===== config.mk =====
export PLATFORM = sky130hd
export DESIGN_NAME = multicyc_mcu
export DESIGN_NICKNAME = d
export VERILOG_FILES = /design/src/rtl/multicyc_mcu.sv
export SDC_FILE = /design/constraint.sdc
export NUM_CORES = 1
export LEC_CHECK = 0
export BUFFER_PORTS_ARGS = -buffer_cell sky130_fd_sc_hd__buf_2
export CORE_AREA = 8 8 45 47
export CTS_BUF_LIST = sky130_fd_sc_hd__clkbuf_8 sky130_fd_sc_hd__clkbuf_16
export CTS_CLUSTER_SIZE = 24
export DETAILED_ROUTE_END_ITERATION = 8
export DIE_AREA = 0 0 53 55
export PLACE_DENSITY = 0.88
export SYNTH_ARGS = -nofsm -noshare
export SYNTH_HDL_FRONTEND = slang
export SYNTH_SLANG_ARGS = --single-unit

===== constraint.sdc =====
create_clock -name clk -period 3.3 [get_ports clk]
set_clock_uncertainty 0.05 [all_clocks]
set_input_delay 0.66 -clock clk [delete_from_list [all_inputs] [get_ports clk]]
set_output_delay 0.66 -clock clk [all_outputs]
set_load 0.01 [all_outputs]

===== src/rtl/multicyc_mcu.sv =====
// multicyc_mcu: main control FSM sequencing the multi-cycle MIPS datapath
module multicyc_mcu (
    input  logic       clk,
    input  logic       reset,
    input  logic [5:0] opcode,
    input  logic       eq,
    input  logic       mem_ready,
    output logic       pc_en,
    output logic       iord,
    output logic       mem_we,
    output logic       ir_we,
    output logic       reg_dst,
    output logic       mem_to_reg,
    output logic       reg_we,
    output logic       alu_src_a,
    output logic [1:0] alu_src_b,
    output logic [1:0] aluop,
    output logic [1:0] pc_src,
    output logic [3:0] state_dbg,
    output logic       instr_done,
    output logic       illegal_op
);
    localparam logic [5:0] OP_R    = 6'b000000;
    localparam logic [5:0] OP_LW   = 6'b100011;
    localparam logic [5:0] OP_SW   = 6'b101011;
    localparam logic [5:0] OP_BEQ  = 6'b000100;
    localparam logic [5:0] OP_ADDI = 6'b001000;
    localparam logic [5:0] OP_J    = 6'b000010;

    typedef enum logic [3:0] {
        FETCH    = 4'd0,
        DECODE   = 4'd1,
        MEMADR   = 4'd2,
        MEMRD    = 4'd3,
        MEMWB    = 4'd4,
        MEMWR    = 4'd5,
        EXECUTE  = 4'd6,
        ALUWB    = 4'd7,
        BRANCH   = 4'd8,
        ADDIEXEC = 4'd9,
        ADDIWB   = 4'd10,
        JUMP     = 4'd11
    } state_t;

    state_t state, next;

    always_ff @(posedge clk or posedge reset) begin
        if (reset) state <= FETCH;
        else       state <= next;
    end

    assign state_dbg = state;

    always_comb begin
        next       = FETCH;
        pc_en      = 1'b0;
        iord       = 1'b0;
        mem_we     = 1'b0;
        ir_we      = 1'b0;
        reg_dst    = 1'b0;
        mem_to_reg = 1'b0;
        reg_we     = 1'b0;
        alu_src_a  = 1'b0;
        alu_src_b  = 2'b00;
        aluop      = 2'b00;
        pc_src     = 2'b00;
        instr_done = 1'b0;
        illegal_op = 1'b0;
        case (state)
            FETCH: begin
                alu_src_b = 2'b01;
                ir_we     = mem_ready;
                pc_en     = mem_ready;
                next      = mem_ready ? DECODE : FETCH;
            end
            DECODE: begin
                // branch target is precomputed here while the opcode is decoded
                alu_src_b = 2'b11;
                case (opcode)
                    OP_LW, OP_SW: next = MEMADR;
                    OP_R:         next = EXECUTE;
                    OP_BEQ:       next = BRANCH;
                    OP_ADDI:      next = ADDIEXEC;
                    OP_J:         next = JUMP;
                    default: begin
                        illegal_op = 1'b1;
                        instr_done = 1'b1;
                        next       = FETCH;
                    end
                endcase
            end
            MEMADR: begin
                alu_src_a = 1'b1;
                alu_src_b = 2'b10;
                next      = (opcode == OP_LW) ? MEMRD : MEMWR;
            end
            MEMRD: begin
                iord = 1'b1;
                next = mem_ready ? MEMWB : MEMRD;
            end
            MEMWB: begin
                mem_to_reg = 1'b1;
                reg_we     = 1'b1;
                instr_done = 1'b1;
            end
            MEMWR: begin
                iord       = 1'b1;
                mem_we     = 1'b1;
                instr_done = mem_ready;
                next       = mem_ready ? FETCH : MEMWR;
            end
            EXECUTE: begin
                alu_src_a = 1'b1;
                aluop     = 2'b10;
                next      = ALUWB;
            end
            ALUWB: begin
                reg_dst    = 1'b1;
                reg_we     = 1'b1;
                instr_done = 1'b1;
            end
            BRANCH: begin
                alu_src_a  = 1'b1;
                aluop      = 2'b01;
                pc_src     = 2'b01;
                pc_en      = eq;
                instr_done = 1'b1;
            end
            ADDIEXEC: begin
                alu_src_a = 1'b1;
                alu_src_b = 2'b10;
                next      = ADDIWB;
            end
            ADDIWB: begin
                reg_we     = 1'b1;
                instr_done = 1'b1;
            end
            JUMP: begin
                pc_src     = 2'b10;
                pc_en      = 1'b1;
                instr_done = 1'b1;
            end
            default: next = FETCH;
        endcase
        // no write or pulse may escape while reset is held
        if (reset) begin
            pc_en      = 1'b0;
            ir_we      = 1'b0;
            mem_we     = 1'b0;
            reg_we     = 1'b0;
            instr_done = 1'b0;
            illegal_op = 1'b0;
        end
    end
endmodule


==> results of run 1 <==
[placed cells by master, fill, tap and decap left out, drive strengths merged]
cell type,n
a211oi,1
a21o,1
a21oi,3
a221o,1
a22o,1
a31oi,2
and2b,1
and3,3
and3b,1
buf,29
clkbuf,3
dfrtp,4
inv,3
mux2,1
mux2i,3
nand2,3
nand2b,4
nand3,1
nand3b,1
nor2,8
nor2b,2
nor3,13
nor4,2
o211ai,2
o21ai,6
o221a,1
or2,1
xnor2,1
xor2,1
[routing by layer]
metal / vias to the layer above / wire length [um]
li1: 331 / -
met1: 299 / 744
met2: 32 / 812
met3: 5 / 138
met4: 0 / 29
met5: - / 0
[cell families (layout without fill, tap and decap cells)]
group                     count (synthesis)  in the layout  share of synthesized area (%)
AOI/OAI and AO/OA                        18             18                           20.7
xor gates and xnor gates                  2              2                           3.09
buffers and inverters                     8             35                           11.7
DFF                                       4              4                           17.7
muxes                                     4              4                           7.28
and+or+nand+nor                          40             40                           39.5
[metrics by stage]
step	utilization [%]	power, mW	instances
2_1_floorplan	-	0.168	76
3_3_place_gp	48.9	0.201	116
3_5_place_dp	48.9	0.205	116
4_1_cts	51.9	0.309	119
5_1_grt	51.9	0.332	119
6_report	51.9	0.308	119
[worst max-delay path, delay by kind of cell]
kind	cells	cell delay (ns)
buffers and inverters	2	0.25
and+or+nand+nor	2	0.61
AOI/OAI and AO/OA	2	0.27
[worst max-delay path by stage]
stage               slack, ns          to  cells past startpoint      start
finish                   0.80  instr_done                      6  opcode[0]
global route             0.72  instr_done                      6  opcode[0]
CTS                      0.81  instr_done                      6  opcode[0]
detailed placement       0.82  instr_done                      6  opcode[0]
global placement         0.88  instr_done                      6  opcode[0]
floorplan                1.13  instr_done                      4  opcode[0]
[power breakdown]
group | total [mW] | switching (mW) | internal, mW
Combinational | 0.126 | 0.0697 | 0.0563
Clock | 0.103 | 0.0252 | 0.0777
Sequential | 0.0789 | 0.0237 | 0.0552
Total | 0.308 | 0.119 | 0.189
[final cells by class]
class                   count  share of cell area, %
multi-input cells          64                   55.7
repair buffers             29                   20.2
well taps                  16                   2.79
flip-flops and latches      4                   13.9
clock buffers               3                   5.75
inverters                   3                   1.57
==> results by group, run 1 <==
Outcome
  – Outcome: complete, no violations

Clock tree
  – Total CTS buffers: 3
  – # H-tree levels: 1
  – Post_cts resized: 0
  – Register clock-pin slew on the reported worst setup and hold paths: approximately 0.030 ns
  – Post CTS Setup Buffer Count: 0
  – CTS tree: done
  – Clk Latency, worst-skew pair: approximately 0.22 ns
  – CTS sink cnt: 4
  – Root Driver: clkbuf_8
  – # hold bufs at CTS: 0
  – CTS max path bufs: 2

Worst setup path
  – Crit path top cell by count: buf_2
  – Slowest cell delay on critical path: 0.41 ns
  – Critical Path RT: roughly 2.6 ns
  – Critical path endpoint category: output pin
  – Max FO, Critical Path: 5
  – Max stage delay cell, worst path: nor4_1
  – R2r worst-path depth: 3
  – Startpoint class of the critical path: input pin
  – CP arrival: between 1.5 and 2 ns
  – Worst r2r src: state_dbg[1]$_DFF_PP0_
  – R2r setup slk: approximately 1.6 ns
  – Reg-to-Reg End: state_dbg[2]$_DFF_PP0_
  – CP Cell Sequence: buf_2, nor4_1, o21ai_0, and3_1, a21o_1, buf_2
  – CP Class: input pin to output pin

Worst hold path
  – Worst min path class: input pin to asynchronous set/reset pin

Die
  – IO Pins: 30
  – Die extent in y: ~55 um
  – Initial Util: between 40% and 50%
  – Die area: roughly 2900 um^2
  – Core box area: ~1400 um^2
  – Die width: about 53 um
  – Std cell rows: 14

Power
  – Worst vdd ir: between 0.1 and 0.15 mV
  – P_leak: between 0.3 and 0.4 nW
  – PwrDens: between 400 and 500 nW/um^2

Placement
  – IO Port Bufs: 29
  – Post-DP HPWL: 1310 um
  – Pre-CTS setup slack: 0.824 ns
  – GP Congestion: about 0.88
  – Area post-placement: ~680 um^2

Yosys
  – Post-synth EDFFs: 0
  – Syn avg cell area: ~7.5 um^2
  – Syn Inst Count: between 70 and 80
  – #FFs+latches synth: 4
  – Syn. warnings: 0
  – Synth top area share: between 15 and 20%
  – Area contributors post-synth: dfrtp_1 (18%), nor3_1 (11%), mux2i_1 (5.3%), nor2_1 (5.3%), clkbuf_8 (4.9%)
  – Count leader, synth: nor3_1
  – Async set-reset flop share out of synthesis: between 90% and 100%
  – Synth area leader: dfrtp_1
  – Mapped Nets: 86
  – Sequential area share after synthesis: approximately 18%
  – Synth cell types: 33
  – Synthesized area: 567 um^2
  – Commonest register cell after synthesis: dfrtp_1
  – Post-synth top cells: nor3_1 (13), nor2_1 (8), o21ai_0 (5), dfrtp_1 (4)

Cells and area
  – Share of cells above drive strength 1: a little under two fifths
  – Register area: ~100 um^2
  – Nets: 115
  – Finished Cell Area: 718 um^2
  – Area of the multi-input gates: ~400 um^2
  – Largest register FFs: 4
  – Antenna Cells: 0
  – Synth-to-Final Area Change: 26.7%
  – Number of fill cells: about 140

Timing
  – Setup TNS Final: 0 ns
  – Post-route minimum period: around 2.5 ns
  – Worst-margin pin slew: roughly 0.56 ns
  – RSZ-0062 raised after global routing: no
  – Final hold violation count: 0
  – Final setup fails: 0
  – Max frequency: between 300 and 400 MHz
  – Worst hold slack: between 0.3 and 0.4 ns
  – Max-slew violation count: 0
  – Setup ws final: about 0.8 ns
  – Tcrit/Tclk final: 75.9%
  – Max_slew headroom: 62.6%

Drt
  – Iter 0 DRT Violations: 17
  – Routed wire length: roughly 1700 um
  – DR vias: between 600 and 700
  – Routed wire length per instance: between 10 and 15 um
  – Vias per inst: ~5.6
  – Post-route ant nets: 0
  – Drt pass-1 iters: 4
  – Residual DRC: 0

Global routing
  – Initial antenna violation count: 0
  – Vias in the first global route: 639
  – GRT Overall Usage: roughly an eighth
  – Global-route wire length before repair: 2760 um
  – Met3 usage: under 10%
  – Largest net degree at the start of global routing: 20
  – Global route hottest layer: met2
  – GRT overflow: 0
  – Grt met2 use: between 20% and 30%
  – GR Layer Usage met1: about 15%

Job
  – Max cap viols: 0
No activity file was read; power rests on OpenSTA's default activity.
==> run 2: changes to the inputs <==
--- a/config.mk
+++ b/config.mk
@@ -6,12 +6,12 @@
 export NUM_CORES = 1
 export LEC_CHECK = 0
 export BUFFER_PORTS_ARGS = -buffer_cell sky130_fd_sc_hd__buf_2
-export CORE_AREA = 8 8 45 47
+export CORE_AREA = 8 8 46 48
 export CTS_BUF_LIST = sky130_fd_sc_hd__clkbuf_8 sky130_fd_sc_hd__clkbuf_16
 export CTS_CLUSTER_SIZE = 24
 export DETAILED_ROUTE_END_ITERATION = 8
-export DIE_AREA = 0 0 53 55
-export PLACE_DENSITY = 0.88
+export DIE_AREA = 0 0 54 56
+export PLACE_DENSITY = 0.85
 export SYNTH_ARGS = -nofsm -noshare
 export SYNTH_HDL_FRONTEND = slang
 export SYNTH_SLANG_ARGS = --single-unit
==> constraint.sdc (replaced) <==
create_clock -name clk -period 2.5 [get_ports clk]
set_clock_uncertainty 0.05 [all_clocks]
set_input_delay 0.5 -clock clk [delete_from_list [all_inputs] [get_ports clk]]
set_output_delay 0.5 -clock clk [all_outputs]
set_load 0.01 [all_outputs]
==> run 2 against run 1 <==
Net effect:
- total power increased by 33%
- count of clock-buffer cells in the layout unchanged
- non-clock buffer count increased by 1
- critical endpoint unchanged
- critical path depth unchanged
- setup slack worse by 0.55 ns
- register-to-register slack got worse by 0.75 ns
- largest cell class unchanged
- wire length rose by 2.6%
- first-iteration DRC count unchanged
- final cell count is 0.84% higher
- combinational power grew 40%
- sequential power grew 24%
- highest routed layer unchanged
- worst hold slack lost 0.13 ns
==> results by group, run 2 (synthesized netlist as in run 1, its figures left out) <==
Outcome
  – Outcome: complete, no violations (unchanged)

Clock tree
  – Root Driver: clkbuf_8 (unchanged)
  – CTS tree: done (unchanged)
  – CTS sink cnt: 4 (unchanged)
  – CTS max path bufs: 2 (unchanged)
  – Total CTS buffers: 3 (unchanged)
  – # H-tree levels: 1 (unchanged)
  – Clk Latency, worst-skew pair: 0.22 ns (about the same)
  – Post_cts resized: 0 (unchanged)
  – Register clock-pin slew on the reported worst setup and hold paths: 0.03 ns (about the same)
  – # hold bufs at CTS: 0 (unchanged)
  – Post CTS Setup Buffer Count: 0 (unchanged)

Global routing
  – GRT Overall Usage: 11.1% (was 12.4%)
  – Initial antenna violation count: 0 (unchanged)
  – Vias in the first global route: 652 (was 639)
  – Largest net degree at the start of global routing: 19 (was 20)
  – Global-route wire length before repair: 2710 um (was 2760 um)
  – GRT overflow: 0 (unchanged)

Placement
  – Area post-placement: 684 um^2 (was 677 um^2)
  – IO Port Bufs: 29 (unchanged)
  – GP Congestion: 0.815 (was 0.884)
  – Post-DP HPWL: 1290 um (was 1310 um)

Timing
  – Max-slew violation count: 0 (unchanged)
  – Final setup fails: 0 (unchanged)
  – Tcrit/Tclk final: between 80% and 90%
  – Setup TNS Final: 0 ns (unchanged)
  – Max frequency: approximately 440 MHz
  – Post-route minimum period: ~2.2 ns
  – Worst-margin pin slew: 0.465 ns (was 0.562 ns)
  – RSZ-0062 raised after global routing: no (unchanged)
  – Max_slew headroom: 68.7% (was 62.6%)
  – Final hold violation count: 0 (unchanged)

Worst setup path
  – Max FO, Critical Path: 5 (unchanged)
  – Buf/Inv on CP: 2 (unchanged)
  – Critical Path RT: 1.95 ns (was 2.59 ns)
  – Max stage delay cell, worst path: nor4_1 (unchanged)
  – Crit path top cell by count: buf_2 (unchanged)
  – CP arrival: 1.70 ns (was 1.79 ns)
  – Critical path endpoint category: output pin (unchanged)
  – CP Cell Sequence: buf_2, nor4_1, o21ai_0, and3_1, a21o_1, buf_2 (unchanged)
  – Family with the most delay on the worst path: simple AND/OR/NAND/NOR gates (unchanged)
  – Slowest cell delay on critical path: 0.46 ns (was 0.41 ns)
  – Startpoint class of the critical path: input pin (unchanged)
  – CP Class: input pin to output pin (unchanged)

Cells and area
  – Most frequent cells in the layout: buf_2 (29), nor3_1 (13), nor2_1 (8) (unchanged)
  – Antenna Cells: 0 (unchanged)
  – Finished Cell Area: 726 um^2 (was 718 um^2)
  – Util after Layout: 50.5% (was 51.9%)
  – Number of fill cells: 157 (was 139)
  – Nets: 116 (was 115)
  – Largest register FFs: 4 (unchanged)
  – Share of cells above drive strength 1: 38.5% (was 37.9%)
  – Synth-to-Final Area Change: 28.0% (was 26.7%)
  – Most common cell after layout, fill and taps aside: buf_2 (unchanged)

Die
  – Std cell rows: 14 (unchanged)
  – Initial Util: 39.5% (was 41.0%)
  – IO Pins: 30 (unchanged)
  – Die extent in y: 56 um (was 55 um)
  – Die area: 3020 um^2 (was 2920 um^2)
  – Die width: 54 um (was 53 um)
  – Core box area: 1440 um^2 (was 1380 um^2)

Power
  – Worst vdd ir: 0.354 mV (was 0.143 mV)
  – PwrDens: 565 nW/um^2 (was 429 nW/um^2)
  – Total power draw: 0.410 mW (was 0.308 mW)
  – P_leak: 0.372 nW (was 0.367 nW)

Drt
  – Routed wire length per instance: 14.7 um (was 14.5 um)
  – Vias per inst: 5.69 (was 5.61)
  – DR vias: 683 (was 667)
  – Iter 0 DRT Violations: 17 (unchanged)
  – Routed wire length: 1770 um (was 1730 um)
  – Post-route ant nets: 0 (unchanged)
  – Drt pass-1 iters: 4 (unchanged)
  – Residual DRC: 0 (unchanged)

Worst hold path
  – Worst min path class: input pin to asynchronous set/reset pin (unchanged)

Job
  – Max cap viols: 0 (unchanged)
[run 2: cell count changes in the layout (fill, tap and decap cells not counted)]
| cell | previous run | this run |
|---|---|---|
| buf_4 | 0 | 1 |
[run 2: where the power goes]
| group | switching (mW) | leakage (nW) | internal (mW) | total, mW |
|---|---|---|---|---|
| Sequential | 0.0249 | 0.0540 | 0.0729 | 0.0978 |
| Combinational | 0.100 | 0.297 | 0.0760 | 0.176 |
| Clock | 0.0335 | 0.0216 | 0.103 | 0.136 |
[run 2: layout make-up]
class / instances / area [um^2] / share of cell area (%)
flip-flops and latches: 4 / 100 / 13.8
repair buffers: 30 / 153 / 21.0
multi-input cells: 64 / 400 / 55.2
inverters: 3 / 11.3 / 1.55
clock buffers: 3 / 41.3 / 5.69
well taps: 16 / 20.0 / 2.76
[run 2: stage by stage]
| stage | std cells | setup WS (ns) | hold slack, ns |
|---|---|---|---|
| 5_1_grt | 120 | 0.203 | 0.211 |
| 4_1_cts | 120 | 0.298 | 0.188 |
| 2_1_floorplan | 76 | 0.646 | 0.221 |
| 6_report | 120 | 0.251 | 0.194 |
| 3_5_place_dp | 117 | 0.368 | 0.409 |
| 3_3_place_gp | 117 | 0.396 | 0.399 |
[run 2: final timing paths]
check	startpoint	end	slack (ns)	cells past startpoint
worst max register to register	state_dbg[2]$_DFF_PP0_	state_dbg[2]$_DFF_PP0_	0.80	4
max in group asynchronous	reset	state_dbg[0]$_DFF_PP0_	2.03	2
worst max-delay path	opcode[0]	instr_done	0.25	6
worst min-delay path	reset	state_dbg[1]$_DFF_PP0_	0.19	2
min in group clk	state_dbg[3]$_DFF_PP0_	state_dbg[0]$_DFF_PP0_	0.56	1
worst min register to register	state_dbg[3]$_DFF_PP0_	state_dbg[0]$_DFF_PP0_	0.56	1
[run 2: routing by layer]
layer / vias up / routed length, um / part of all wire [%] / track usage (%)
met1: 310 / 801 / 45 / 13.5
met3: 5 / 185 / 10 / 1.34
li1: 339 / - / - / -
met5: - / 0 / 0 / 0
met4: 0 / 29 / 1.6 / 5.99
met2: 29 / 751 / 42 / 17.9
[run 2: worst reg2reg max path, delay by kind of cell (launching register included)]
kind            cells  cell delay, ns
simple gates        1            0.23
compound gates      2            0.50
flops               1            0.53
mux                 1            0.27
==> run 3: changes to the inputs <==
--- a/config.mk
+++ b/config.mk
@@ -5,9 +5,10 @@
 export SDC_FILE = /design/constraint.sdc
 export NUM_CORES = 1
 export LEC_CHECK = 0
-export BUFFER_PORTS_ARGS = -buffer_cell sky130_fd_sc_hd__buf_2
+export BUFFER_PORTS_ARGS = -buffer_cell sky130_fd_sc_hd__clkbuf_2
 export CORE_AREA = 8 8 46 48
 export CTS_BUF_LIST = sky130_fd_sc_hd__clkbuf_8 sky130_fd_sc_hd__clkbuf_16
+export CTS_CLUSTER_DIAMETER = 120
 export CTS_CLUSTER_SIZE = 24
 export DETAILED_ROUTE_END_ITERATION = 8
 export DIE_AREA = 0 0 54 56
==> run 3 against run 2 <==
Net effect:
- flip-flop and latch count unchanged
- sequential share of layout area unchanged
- setup slack improved by 0.10 ns
- wire length down 4.4%
- worst hold slack worse by 0.0040 ns
- count of clock-buffer cells in the layout stayed put
- via count shrank 3.5%
- sequential power is essentially flat
- combinational power barely moved
- non-clock buffer count stayed put
- largest power group unchanged
- highest routed layer is now met3
==> results by group, run 3 (synthesized netlist as in run 1, its figures left out) <==
Outcome
  – Outcome: complete, no violations (unchanged)

Global routing
  – Global-route wire length before repair: 2740 um (was 2710 um)
  – Vias in the first global route: 640 (was 652)
  – Global route hottest layer: met2 (unchanged)
  – Largest net degree at the start of global routing: 16 (was 19)
  – Met3 usage: 2.94% (was 1.34%)
  – GR Layer Usage met1: 13.7% (was 13.5%)
  – GRT Overall Usage: 11.2% (was 11.1%)
  – Initial antenna violation count: 0 (unchanged)
  – Grt met2 use: 18.2% (was 17.9%)
  – GRT overflow: 0 (unchanged)

Placement
  – GP Congestion: 0.841 (was 0.815)
  – IO Port Bufs: 29 (unchanged)
  – Post-DP HPWL: 1380 um (was 1290 um)
  – Area post-placement: 684 um^2 (unchanged)
  – Pre-CTS setup slack: 0.402 ns (was 0.368 ns)

Worst setup path
  – CP arrival: 1.60 ns (was 1.70 ns)
  – Max FO, Critical Path: 15 (was 5)
  – Critical Path RT: 1.95 ns (about the same)
  – Slowest cell delay on critical path: 0.53 ns (was 0.46 ns)
  – Max stage delay cell, worst path: dfrtp_1 (was nor4_1)
  – Critical path endpoint category: output pin (unchanged)
  – Reg-to-Reg End: state_dbg[2]$_DFF_PP0_ (unchanged)
  – CP Class: flop to output pin (was input pin to output pin)
  – Startpoint class of the critical path: flop (was input pin)
  – R2r worst-path depth: 4 (unchanged)
  – CP Cell Sequence: or2_4, nor3_1, and3_1, a21o_1, clkbuf_2 (was buf_2, nor4_1, o21ai_0, and3_1, a21o_1, buf_2)
  – Worst r2r src: state_dbg[2]$_DFF_PP0_ (unchanged)
  – Buf/Inv on CP: 1 (was 2)
  – R2r setup slk: 0.80 ns (about the same)
  – Crit path from: state_dbg[2]$_DFF_PP0_ (was opcode[0])
  – Family with the most delay on the worst path: simple AND/OR/NAND/NOR gates (unchanged)

Timing
  – RSZ-0062 raised after global routing: no (unchanged)
  – Max_slew headroom: 69.5% (was 68.7%)
  – Max-slew violation count: 0 (unchanged)
  – Max frequency: 465 MHz (was 445 MHz)
  – Post-route minimum period: 2.15 ns (was 2.25 ns)
  – Worst-margin pin slew: 0.458 ns (was 0.465 ns)
  – Setup ws final: 0.351 ns (was 0.251 ns)
  – Setup TNS Final: 0 ns (unchanged)
  – Final setup fails: 0 (unchanged)
  – Final hold violation count: 0 (unchanged)
  – Tcrit/Tclk final: 86.0% (was 90.0%)

Drt
  – Post-route ant nets: 0 (unchanged)
  – DR vias: 659 (was 683)
  – Residual DRC: 0 (unchanged)
  – Iter 0 DRT Violations: 19 (was 17)
  – Routed wire length per instance: 14.1 um (was 14.7 um)
  – Vias per inst: 5.49 (was 5.69)
  – Routed wire length: 1690 um (was 1770 um)
  – Drt pass-1 iters: 6 (was 4)

Die
  – Std cell rows: 14 (unchanged)
  – Initial Util: 39.5% (unchanged)
  – IO Pins: 30 (unchanged)
  – Core box area: 1440 um^2 (unchanged)
  – Die area: 3020 um^2 (unchanged)
  – Die extent in y: 56 um (unchanged)
  – Die width: 54 um (unchanged)

Cells and area
  – Largest register FFs: 4 (unchanged)
  – Share of cells above drive strength 1: 38.5% (unchanged)
  – Util after Layout: 50.5% (unchanged)
  – Most common cell after layout, fill and taps aside: clkbuf_2 (was buf_2)
  – Antenna Cells: 0 (unchanged)
  – Number of fill cells: 161 (was 157)
  – Nets: 116 (unchanged)
  – Most frequent cells in the layout: clkbuf_2 (29), nor3_1 (13), nor2_1 (8) (was buf_2 (29), nor3_1 (13), nor2_1 (8))
  – Synth-to-Final Area Change: 28.0% (unchanged)
  – Finished Cell Area: 726 um^2 (unchanged)

Clock tree
  – CTS tree: done (unchanged)
  – Total CTS buffers: 3 (unchanged)
  – Register clock-pin slew on the reported worst setup and hold paths: 0.03 ns (about the same)
  – CTS max path bufs: 2 (unchanged)
  – Post_cts resized: 0 (unchanged)
  – Root Driver: clkbuf_8 (unchanged)
  – Clk Latency, worst-skew pair: 0.21 ns (was 0.22 ns)
  – # hold bufs at CTS: 0 (unchanged)
  – # H-tree levels: 1 (unchanged)
  – CTS sink cnt: 4 (unchanged)
  – Post CTS Setup Buffer Count: 0 (unchanged)

Worst hold path
  – Worst min path class: input pin to asynchronous set/reset pin (unchanged)

Power
  – Total power draw: 0.404 mW (was 0.410 mW)
  – Worst vdd ir: 0.375 mV (was 0.354 mV)
  – P_leak: 0.361 nW (was 0.372 nW)
  – PwrDens: 557 nW/um^2 (was 565 nW/um^2)

Job
  – Max cap viols: 0 (unchanged)
==> run 3: worst max-delay path by stage <==
| stage | endpoint | slack, ns | cells past startpoint |
|---|---|---|---|
| after global routing | instr_done | 0.25 | 5 |
| final | instr_done | 0.35 | 5 |
| after global placement | instr_done | 0.41 | 6 |
| after detailed placement | instr_done | 0.40 | 6 |
| after CTS | instr_done | 0.35 | 5 |
| after floorplan | instr_done | 0.65 | 4 |
==> run 3: report_power, final <==
part | internal [mW] | switching [mW]
combinational | 0.0752 | 0.0986
clock | 0.102 | 0.0273
sequential | 0.0729 | 0.0277
total | 0.250 | 0.154
==> run 3: final cells by class <==
| type | count | area (um^2) | share of cell area, % |
|---|---|---|---|
| multi-input cells | 64 | 400 | 55.2 |
| repair buffers | 30 | 153 | 21.0 |
| flip-flops and latches | 4 | 100 | 13.8 |
| clock buffers | 3 | 41.3 | 5.69 |
| well taps | 16 | 20.0 | 2.76 |
| inverters | 3 | 11.3 | 1.55 |
==> run 3: per-stage QoR <==
stage	hold WS [ns]	instances
global placement	0.405	117
global route	0.214	120
floorplan	0.221	76
CTS	0.189	120
finish	0.190	120
detailed placement	0.410	117
==> run 3: metal layers <==
metal / vias up / routed length [um] / part of all wire (%)
li1: 337 / - / -
met1: 294 / 732 / 43
met2: 28 / 774 / 46
met3: 0 / 184 / 11
met4: 0 / 0 / 0
met5: - / 0 / 0
